[src/rtl/indicator_ctrl.sv]
`default_nettype none
// +--------------------------------------------------------------------------+
// | Module   : indicator_ctrl                                                |
// | Purpose  : Button/USB/charger-STAT driven red/green indicator controller |
// | Revision : 1.0 - initial release                                         |
// +--------------------------------------------------------------------------+
module indicator_ctrl #(
    parameter int DEB_CYC    = 16,
    parameter int STAT_WIN   = 64,
    parameter int SHOW_CYC   = 500,
    parameter int BLINK_HALF = 8
) (
    input  logic clk,
    input  logic rst,
    input  logic button,
    input  logic usb,
    input  logic stat,
    input  logic level,
    output logic red,
    output logic green,
    output logic charging,
    output logic fault
);

    localparam int c_deb_w   = (DEB_CYC    > 1) ? $clog2(DEB_CYC)    : 1;
    localparam int c_win_w   = (STAT_WIN   > 1) ? $clog2(STAT_WIN)   : 1;
    localparam int c_show_w  = (SHOW_CYC   > 1) ? $clog2(SHOW_CYC)   : 1;
    localparam int c_blink_w = (BLINK_HALF > 1) ? $clog2(BLINK_HALF) : 1;

    localparam logic [c_deb_w-1:0]   c_deb_last   = c_deb_w'(DEB_CYC - 1);
    localparam logic [c_win_w-1:0]   c_win_last   = c_win_w'(STAT_WIN - 1);
    localparam logic [c_show_w-1:0]  c_show_last  = c_show_w'(SHOW_CYC - 1);
    localparam logic [c_blink_w-1:0] c_blink_last = c_blink_w'(BLINK_HALF - 1);

    typedef enum logic [1:0] {
        ST_OFF   = 2'd0,
        ST_SHOW  = 2'd1,
        ST_USB   = 2'd2,
        ST_FAULT = 2'd3
    } state_t;

    typedef enum logic [1:0] {
        CL_IDLE = 2'd0,
        CL_CHG  = 2'd1,
        CL_FLT  = 2'd2
    } chg_class_t;

    logic                 r_b_meta, r_b_s, r_u_meta, r_u_s, r_s_meta, r_s_s, r_s_q;
    logic                 r_b_db, r_b_db_q;
    logic [c_deb_w-1:0]   r_deb_cnt;
    logic [c_win_w-1:0]   r_win_cnt;
    logic [1:0]           r_edge_cnt;
    chg_class_t           r_chg_class;
    state_t               r_state, w_state_nxt;
    logic [c_show_w-1:0]  r_timer;
    logic                 r_blink;
    logic [c_blink_w-1:0] r_blink_cnt;
    logic                 r_red, r_green, r_charging, r_fault;
    logic                 w_red_nxt, w_green_nxt;
    logic                 w_press, w_s_edge, w_timer_run;
    logic [1:0]           w_edge_sum;

    always_ff @(posedge clk) begin
        if (!rst) begin
            r_b_meta <= 1'b0;
            r_b_s    <= 1'b0;
            r_u_meta <= 1'b0;
            r_u_s    <= 1'b0;
            r_s_meta <= 1'b0;
            r_s_s    <= 1'b0;
            r_s_q    <= 1'b0;
        end else begin
            r_b_meta <= button;
            r_b_s    <= r_b_meta;
            r_u_meta <= usb;
            r_u_s    <= r_u_meta;
            r_s_meta <= stat;
            r_s_s    <= r_s_meta;
            r_s_q    <= r_s_s;
        end
    end

    // Any cycle agreeing with the accepted level restarts qualification.
    always_ff @(posedge clk) begin
        if (!rst) begin
            r_b_db    <= 1'b0;
            r_b_db_q  <= 1'b0;
            r_deb_cnt <= '0;
        end else begin
            r_b_db_q <= r_b_db;
            if (r_b_s == r_b_db) begin
                r_deb_cnt <= '0;
            end else if (r_deb_cnt == c_deb_last) begin
                r_b_db    <= r_b_s;
                r_deb_cnt <= '0;
            end else begin
                r_deb_cnt <= r_deb_cnt + 1'b1;
            end
        end
    end

    assign w_press    = r_b_db & ~r_b_db_q;
    assign w_s_edge   = r_s_s ^ r_s_q;
    // Edge seen on the last window cycle still counts toward that window.
    assign w_edge_sum = (r_edge_cnt == 2'd2) ? 2'd2 : r_edge_cnt + {1'b0, w_s_edge};

    always_ff @(posedge clk) begin
        if (!rst || !r_u_s) begin
            r_win_cnt   <= '0;
            r_edge_cnt  <= 2'd0;
            r_chg_class <= CL_IDLE;
        end else if (r_win_cnt == c_win_last) begin
            r_win_cnt  <= '0;
            r_edge_cnt <= 2'd0;
            if (w_edge_sum == 2'd2) begin
                r_chg_class <= CL_FLT;
            end else if (w_edge_sum == 2'd0) begin
                r_chg_class <= r_s_s ? CL_IDLE : CL_CHG;
            end
        end else begin
            r_win_cnt  <= r_win_cnt + 1'b1;
            r_edge_cnt <= w_edge_sum;
        end
    end

    assign w_timer_run = (r_state == ST_SHOW) && (r_timer != '0);

    always_comb begin
        w_state_nxt = ST_OFF;
        if (r_u_s && (r_chg_class == CL_FLT)) begin
            w_state_nxt = ST_FAULT;
        end else if (r_u_s) begin
            w_state_nxt = ST_USB;
        end else if ((w_press && ((r_state == ST_OFF) || (r_state == ST_SHOW))) || w_timer_run) begin
            w_state_nxt = ST_SHOW;
        end
    end

    always_ff @(posedge clk) begin
        if (!rst) begin
            r_state     <= ST_OFF;
            r_timer     <= '0;
            r_blink     <= 1'b0;
            r_blink_cnt <= '0;
        end else begin
            r_state <= w_state_nxt;
            if (w_state_nxt == ST_SHOW) begin
                r_timer <= ((r_state != ST_SHOW) || w_press) ? c_show_last : r_timer - 1'b1;
            end else begin
                r_timer <= '0;
            end
            if (w_state_nxt != ST_FAULT) begin
                r_blink     <= 1'b0;
                r_blink_cnt <= '0;
            end else if (r_state != ST_FAULT) begin
                r_blink     <= 1'b1;
                r_blink_cnt <= '0;
            end else if (r_blink_cnt == c_blink_last) begin
                r_blink     <= ~r_blink;
                r_blink_cnt <= '0;
            end else begin
                r_blink_cnt <= r_blink_cnt + 1'b1;
            end
        end
    end

    always_comb begin
        w_red_nxt   = 1'b0;
        w_green_nxt = 1'b0;
        case (r_state)
            ST_SHOW: begin
                w_green_nxt = 1'b1;
                w_red_nxt   = ~level;
            end
            ST_USB: begin
                w_green_nxt = 1'b1;
                w_red_nxt   = (r_chg_class == CL_CHG) | ~level;
            end
            ST_FAULT: w_red_nxt = r_blink;
            default: ;
        endcase
    end

    always_ff @(posedge clk) begin
        if (!rst) begin
            r_red      <= 1'b0;
            r_green    <= 1'b0;
            r_charging <= 1'b0;
            r_fault    <= 1'b0;
        end else begin
            r_red      <= w_red_nxt;
            r_green    <= w_green_nxt;
            r_charging <= (r_chg_class == CL_CHG);
            r_fault    <= (r_chg_class == CL_FLT);
        end
    end

    assign red      = r_red;
    assign green    = r_green;
    assign charging = r_charging;
    assign fault    = r_fault;

endmodule
`default_nettype wire

[config.mk]
export PLATFORM = sky130hd
export DESIGN_NAME = indicator_ctrl
export DESIGN_NICKNAME = d
export VERILOG_FILES = /design/src/rtl/indicator_ctrl.sv
export SDC_FILE = /design/constraint.sdc
export NUM_CORES = 1
export LEC_CHECK = 0
export BUFFER_PORTS_ARGS = -buffer_cell sky130_fd_sc_hd__buf_2
export CORE_MARGIN = 2
export CORE_UTILIZATION = 58
export CTS_CLUSTER_SIZE = 12
export DETAILED_ROUTE_END_ITERATION = 6
export HOLD_SLACK_MARGIN = 0.03
export PLACE_DENSITY = 0.89
export SLEW_MARGIN = 40
export SYNTH_ARGS = -nofsm -noshare
export SYNTH_HDL_FRONTEND = slang
export SYNTH_SLANG_ARGS = --single-unit
[constraint.sdc]
create_clock -name clk -period 1.4 [get_ports clk]
set_input_delay 0.14 -clock clk [delete_from_list [all_inputs] [get_ports clk]]
set_output_delay 0.14 -clock clk [all_outputs]
set_load 0.1 [all_outputs]
* Yosys cells after proc, flatten, opt, wreduce, memory -nomap -nowiden
Index checks and enable logic that the tools add are counted.
Operators by class: add/sub/neg operators 5, eq/ne operators 15, muxes and demuxes 12, bitwise logic cells 9, reduce and logical (&&, ||, !) cells 23
Operators with widths (count):
- == test 2 bit, second input constant | 5
- 2-to-1 mux 2 bit | 5
- 2-to-1 mux 9 bit | 1
- nonzero test 9 bit | 1
- subtractor 9 x 1 -> 9 bit, second input constant | 1
- adder 6 x 1 -> 6 bit, second input constant | 1
- == test 2 x 1 -> 1 bit, second input constant | 3
- == test 6 bit, second input constant | 1
- inverter 1 bit | 6
- AND reduction 2 bit | 3
- OR reduction 2 bit | 3
- OR reduction 3 bit | 2
- 2-to-1 mux 1 bit | 5
- adder 4 x 1 -> 4 bit, second input constant | 1
- == test 4 bit, second input constant | 1
- logical NOT 2 bit | 2
- logical OR 1 bit | 4
- inequality test 2 bit, second input constant | 2
- nonzero test 2 bit | 2
- OR reduction 4 bit | 1
- adder 3 x 1 -> 3 bit, second input constant | 1
- == test 3 bit, second input constant | 1
- logical AND 1 bit | 3
- case mux 1 bit (3 select lines) | 1
- other kinds (7) | 8
Storage, ports and cells: register bits 42, bits of input ports 6, output and inout port bits 4, word-level logic and storage cells 86

* Logic depth before layout (Yosys ltp)
word-level depth 10, mapped depth 6, mapped depth without buffers 6

* Worst setup path after synthesis
Ideal clock, no wire load.
kind register to register, start register r_s_s, end register r_chg_class[0], setup time 72 ps, arrival time 1215 ps, data required time 1328 ps, slack 113 ps, cell stages (with the launch flop) 7, path buffers 0, period minus slack after synthesis 1287 ps, path through dfxtp_1 > xor2_1 > ha_1 > nand3_1 > o21a_1 > or3_1 > mux2i_1
On the way: word-level cells in the longest chain between the ends 6, elaborated cells between the ends (all ways) 10, those cells by class add/sub: 1; eq/ne: 1; mux: 4; bitwise: 1; reduce/logical: 3
Ends and longest elaborated chain:
- from (decl) | RTL line 48 | logic r_b_meta, r_b_s, r_u_meta, r_u_s, r_s_meta, r_s_s, r_s_q;
- from (signal assigned) | RTL line 78 | r_s_s <= r_s_meta;
- bitwise XOR 1 bit | RTL line 103 | assign w_s_edge = r_s_s ^ r_s_q;
- adder 2 x 1 -> 2 bit | RTL line 105 | assign w_edge_sum = (r_edge_cnt == 2'd2) ? 2'd2 : r_edge_cnt + {1'b0, w_s_edge};
- 2-to-1 mux 2 bit | RTL line 105
- == test 2 bit or logical NOT 2 bit (tied branches) | RTL line 115, 117
- nonzero test 2 bit (no line)
- AND reduction 2 bit (no line)
- to (signal assigned) | RTL line 118 | r_chg_class <= r_s_s ? CL_IDLE : CL_CHG;
- to (decl) | RTL line 53 | chg_class_t r_chg_class;
Several ways; a longest one is shown, not always the timed one. The select of a mux whose other input is x is not followed. A chain may end at the register's enable or synchronous reset.

* Final worst setup path
Ends and elaborated chain as after synthesis.

==> impl_metrics.yaml <==
synthesis:
  ys_warn_count: 0
  synth_edf_count: 0
  syn_inst: 164
  syn-num-nets: 182
  ys_seq_elements: 42
  yosysTopAreaCell: "dfxtp_1"
  syn_area_um2: 1650
  ys.flop_type: "dfxtp_1"
  synthTopCellsByArea: "dfxtp_1 51%, ha_1 9.1%, xor2_1 4.8%"
  synth-seq-area-share_pct: 51.0
  synth_top_area_share_pct: 51.0
  synth_commonest_cells: "42 x dfxtp_1, 14 x nor2_1, 12 x and2_1, 12 x ha_1, 11 x inv_1"
  synth-async-reset-ratio_pct: 0
  avgSynthCellArea_um2: 10.1
  yosysUniqueCellTypes: 28
  synth_most_common_cell: "dfxtp_1"
global_routing:
  top_usage_layer: "met2"
  track_usage_pct: 19.8
  grt_pass1_wl_um: 4860
  grt_pass1_vias: 1150
  use_met3_pct: 7.03
  grt_start_max_net_pins: 19
  met1_usage_pct: 22.4
  grt_overflow: 0
  antenna_found_initial: 0
  use_met2_pct: 33.8
timing:
  relSlewSlack_pct: 67.9
  final.setup_skew_ns: 0.0134
  setup_viol: 1
  period_minus_slack_ns: 1.43
  setup_ws_ns: -0.0307
  fmax_ghz: 0.699
  tightestPinTransition_ns: 0.485
  finalHoldViolCount: 0
  drv_slew: 0
  holdWs_ns: 0.154
  period_share_pct: 102
  tns_ns: -0.0307
  grt_setup_unrepaired: "true"
run:
  maxCapViolCount: 0
routing:
  drtIter0Drc: 78
  drc: 0
  wl_per_cell_um: 12.8
  wirelength_um: 2790
  route.vias.total: 1131
  postRouteAntennaNets: 0
  vias_per_cell: 5.19
  firstDrtPassIters: 4
setup_path:
  r2r_end: "r_chg_class[0]$_SDFFE_PP0P_"
  cp.arrival_ns: 1.73
  rr_startpoint: "r_s_s$_SDFF_PN0_"
  worstSetupPathType: "reg -> reg"
  critPathMaxStageDelay_ns: 0.36
  worstPathCellList: "xor2_1, ha_2, nand3_2, o21a_1, or3_1, mux2i_1"
  critPathRequiredTime_ns: 1.70
  cp_slowest_cell: "dfxtp_2"
  crit_path_start_kind: "flop"
  worstPathMaxFanout: 2
  rr_worst_depth: 6
  r2r_slack_ns: -0.03
  end_kind: "flop"
clock_tree:
  htree_levels: 2
  clk_pin_slew_ns: 0.13
  clk-insertion-delay-late_ns: 0.36
  cts_root_buf: "clkbuf_4"
  cts_tree: "built"
  cts_buffer_depth: 2
  cts_buffers: 5
  cts_sinks: 42
power_and_ir_drop:
  switching_share_pct: 18.8
  p_seq_share_pct: 53.6
  clockPowerShare_pct: 43.9
  p_switching_uw: 425
  combPwrFrac_pct: 2.4
  intPower_uw: 1840
  powerDensity_nw_per_um2: 1160
  power_uw: 2260
  peakVddDrop_mv: 1.45
  cellLeakagePower_uw: 0.000922
die:
  dieArea_um2: 3290
  core_um2: 2730
  dieWidth_um: 57.3
  row_count: 19
  fp.dieH_um: 57.3
  ios: 10
  initial_core_util_pct: 60.3
min_path:
  hold_start: "rst"
  whs_path_depth: 2
  hold_end: "r_s_s$_SDFF_PN0_"
  min_path_type: "in -> reg"
final_layout:
  area_growth_pct: 17.9
  diodes: 0
  multi_input_area_um2: 792
  finalNonFillerCells: 218
  drive_gt1_share_pct: 20.3
  finalNetCount: 204
  fillers: 198
  layout.area.seq_um2: 848
placement:
  hpwl_um: 1930
  gp_congestion: 0.890
  place_ws_ns: 0.00432
  port_buffers: 9
  dpl.cell_count: 204
outcome:
  status: "finished with violations"
  violations: "setup timing"
## final cells by class
type                            count  share of cell area (%)
Clock buffer                        6                    2.64
Clock inverter                      2                    3.09
Inverter                           11                    2.12
Multi-Input combinational cell    109                    40.7
Sequential cell                    42                    43.6
Tap cell                           31                    1.99
Timing Repair Buffer               17                    5.79
## what timing repair did
action                     4_1_cts  5_1_grt
setup buffers                    0        3
hold buffers                     3        0
resized for setup                2       12
pin swaps                        0        6
setup endpoints to repair        4       12
hold endpoints to repair         3        0
## per-layer routing
layer	part of all wire [%]	wire, um	vias up
met5	0	0	-
met4	1.8	50	0
met3	3.4	96	7
met2	53	1480	13
met1	42	1170	524
li1	-	-	587
## power by group through the flow
stage,clock network (uW),logic [uW],registers [uW]
6_report,994,55.2,1210
5_1_grt,1060,61.9,1220
4_1_cts,1010,49.2,1210
3_5_place_dp,0,42.6,1240
3_3_place_gp,0,40.7,1240
2_1_floorplan,0,23.9,1240
## cells by family (layout without fill, tap and decap cells)
group	Yosys count	count (layout)	synth area share, %
mux	3	3	1.82
simple gates	64	64	21.3
flops	42	42	51.0
compound gates	15	15	5.84
xor+xnor	15	15	7.97
buf+inv	13	36	2.96
fa+ha+maj	12	12	9.10
## cells in the final DEF, fill, tap and decap left out, types with 4 or more instances in the layout
cell	count
clkbuf_4	5
buf_2	9
and2_1	11
dfxtp_1	36
nand3_1	7
nand2_1	9
xor2_1	9
xnor2_1	6
ha_1	10
a21oi_1	8
buf_4	5
nor2_1	14
dfxtp_2	6
and3_1	4
inv_1	11
nor2b_1	5
## critical path, delay by kind of cell (launching register included)
family | cells | cell delay (ns)
AND/OR/NAND/NOR | 2 | 0.37
flip-flops | 1 | 0.36
multiplexers | 1 | 0.12
adder cells (fa/ha/maj) | 1 | 0.22
XOR/XNOR | 1 | 0.18
AO/OA/AOI/OAI | 1 | 0.12
## how the worst max path moves through the flow
stage,slack [ns],startpoint,to,cells past startpoint
after global routing,-0.09,r_s_s$_SDFF_PN0_,r_chg_class[0]$_SDFFE_PP0P_,6
final,-0.03,r_s_s$_SDFF_PN0_,r_chg_class[0]$_SDFFE_PP0P_,6
after floorplan,0.11,r_s_s$_SDFF_PN0_,r_chg_class[0]$_SDFFE_PP0P_,6
after global placement,0.08,r_s_s$_SDFF_PN0_,r_chg_class[0]$_SDFFE_PP0P_,6
after CTS,-0.002,r_s_s$_SDFF_PN0_,r_chg_class[0]$_SDFFE_PP0P_,6
after detailed placement,0.004,r_s_s$_SDFF_PN0_,r_chg_class[0]$_SDFFE_PP0P_,6
## stage by stage
stage                     area [um2]  utilization [%]
after floorplan                 1650                -
final                           1940             71.1
after detailed placement        1740             63.7
after CTS                       1880             68.9
after global routing            1940             71.1
after global placement          1740             63.7
## state kept, by name (all words and copies together), names as in the netlist, 2 cells and up
name         count
r_timer          9
r_win_cnt        6
r_deb_cnt        4
r_blink_cnt      3
r_chg_class      2
r_edge_cnt       2
r_state          2
Note: power is estimated with default switching activity, not from simulation.
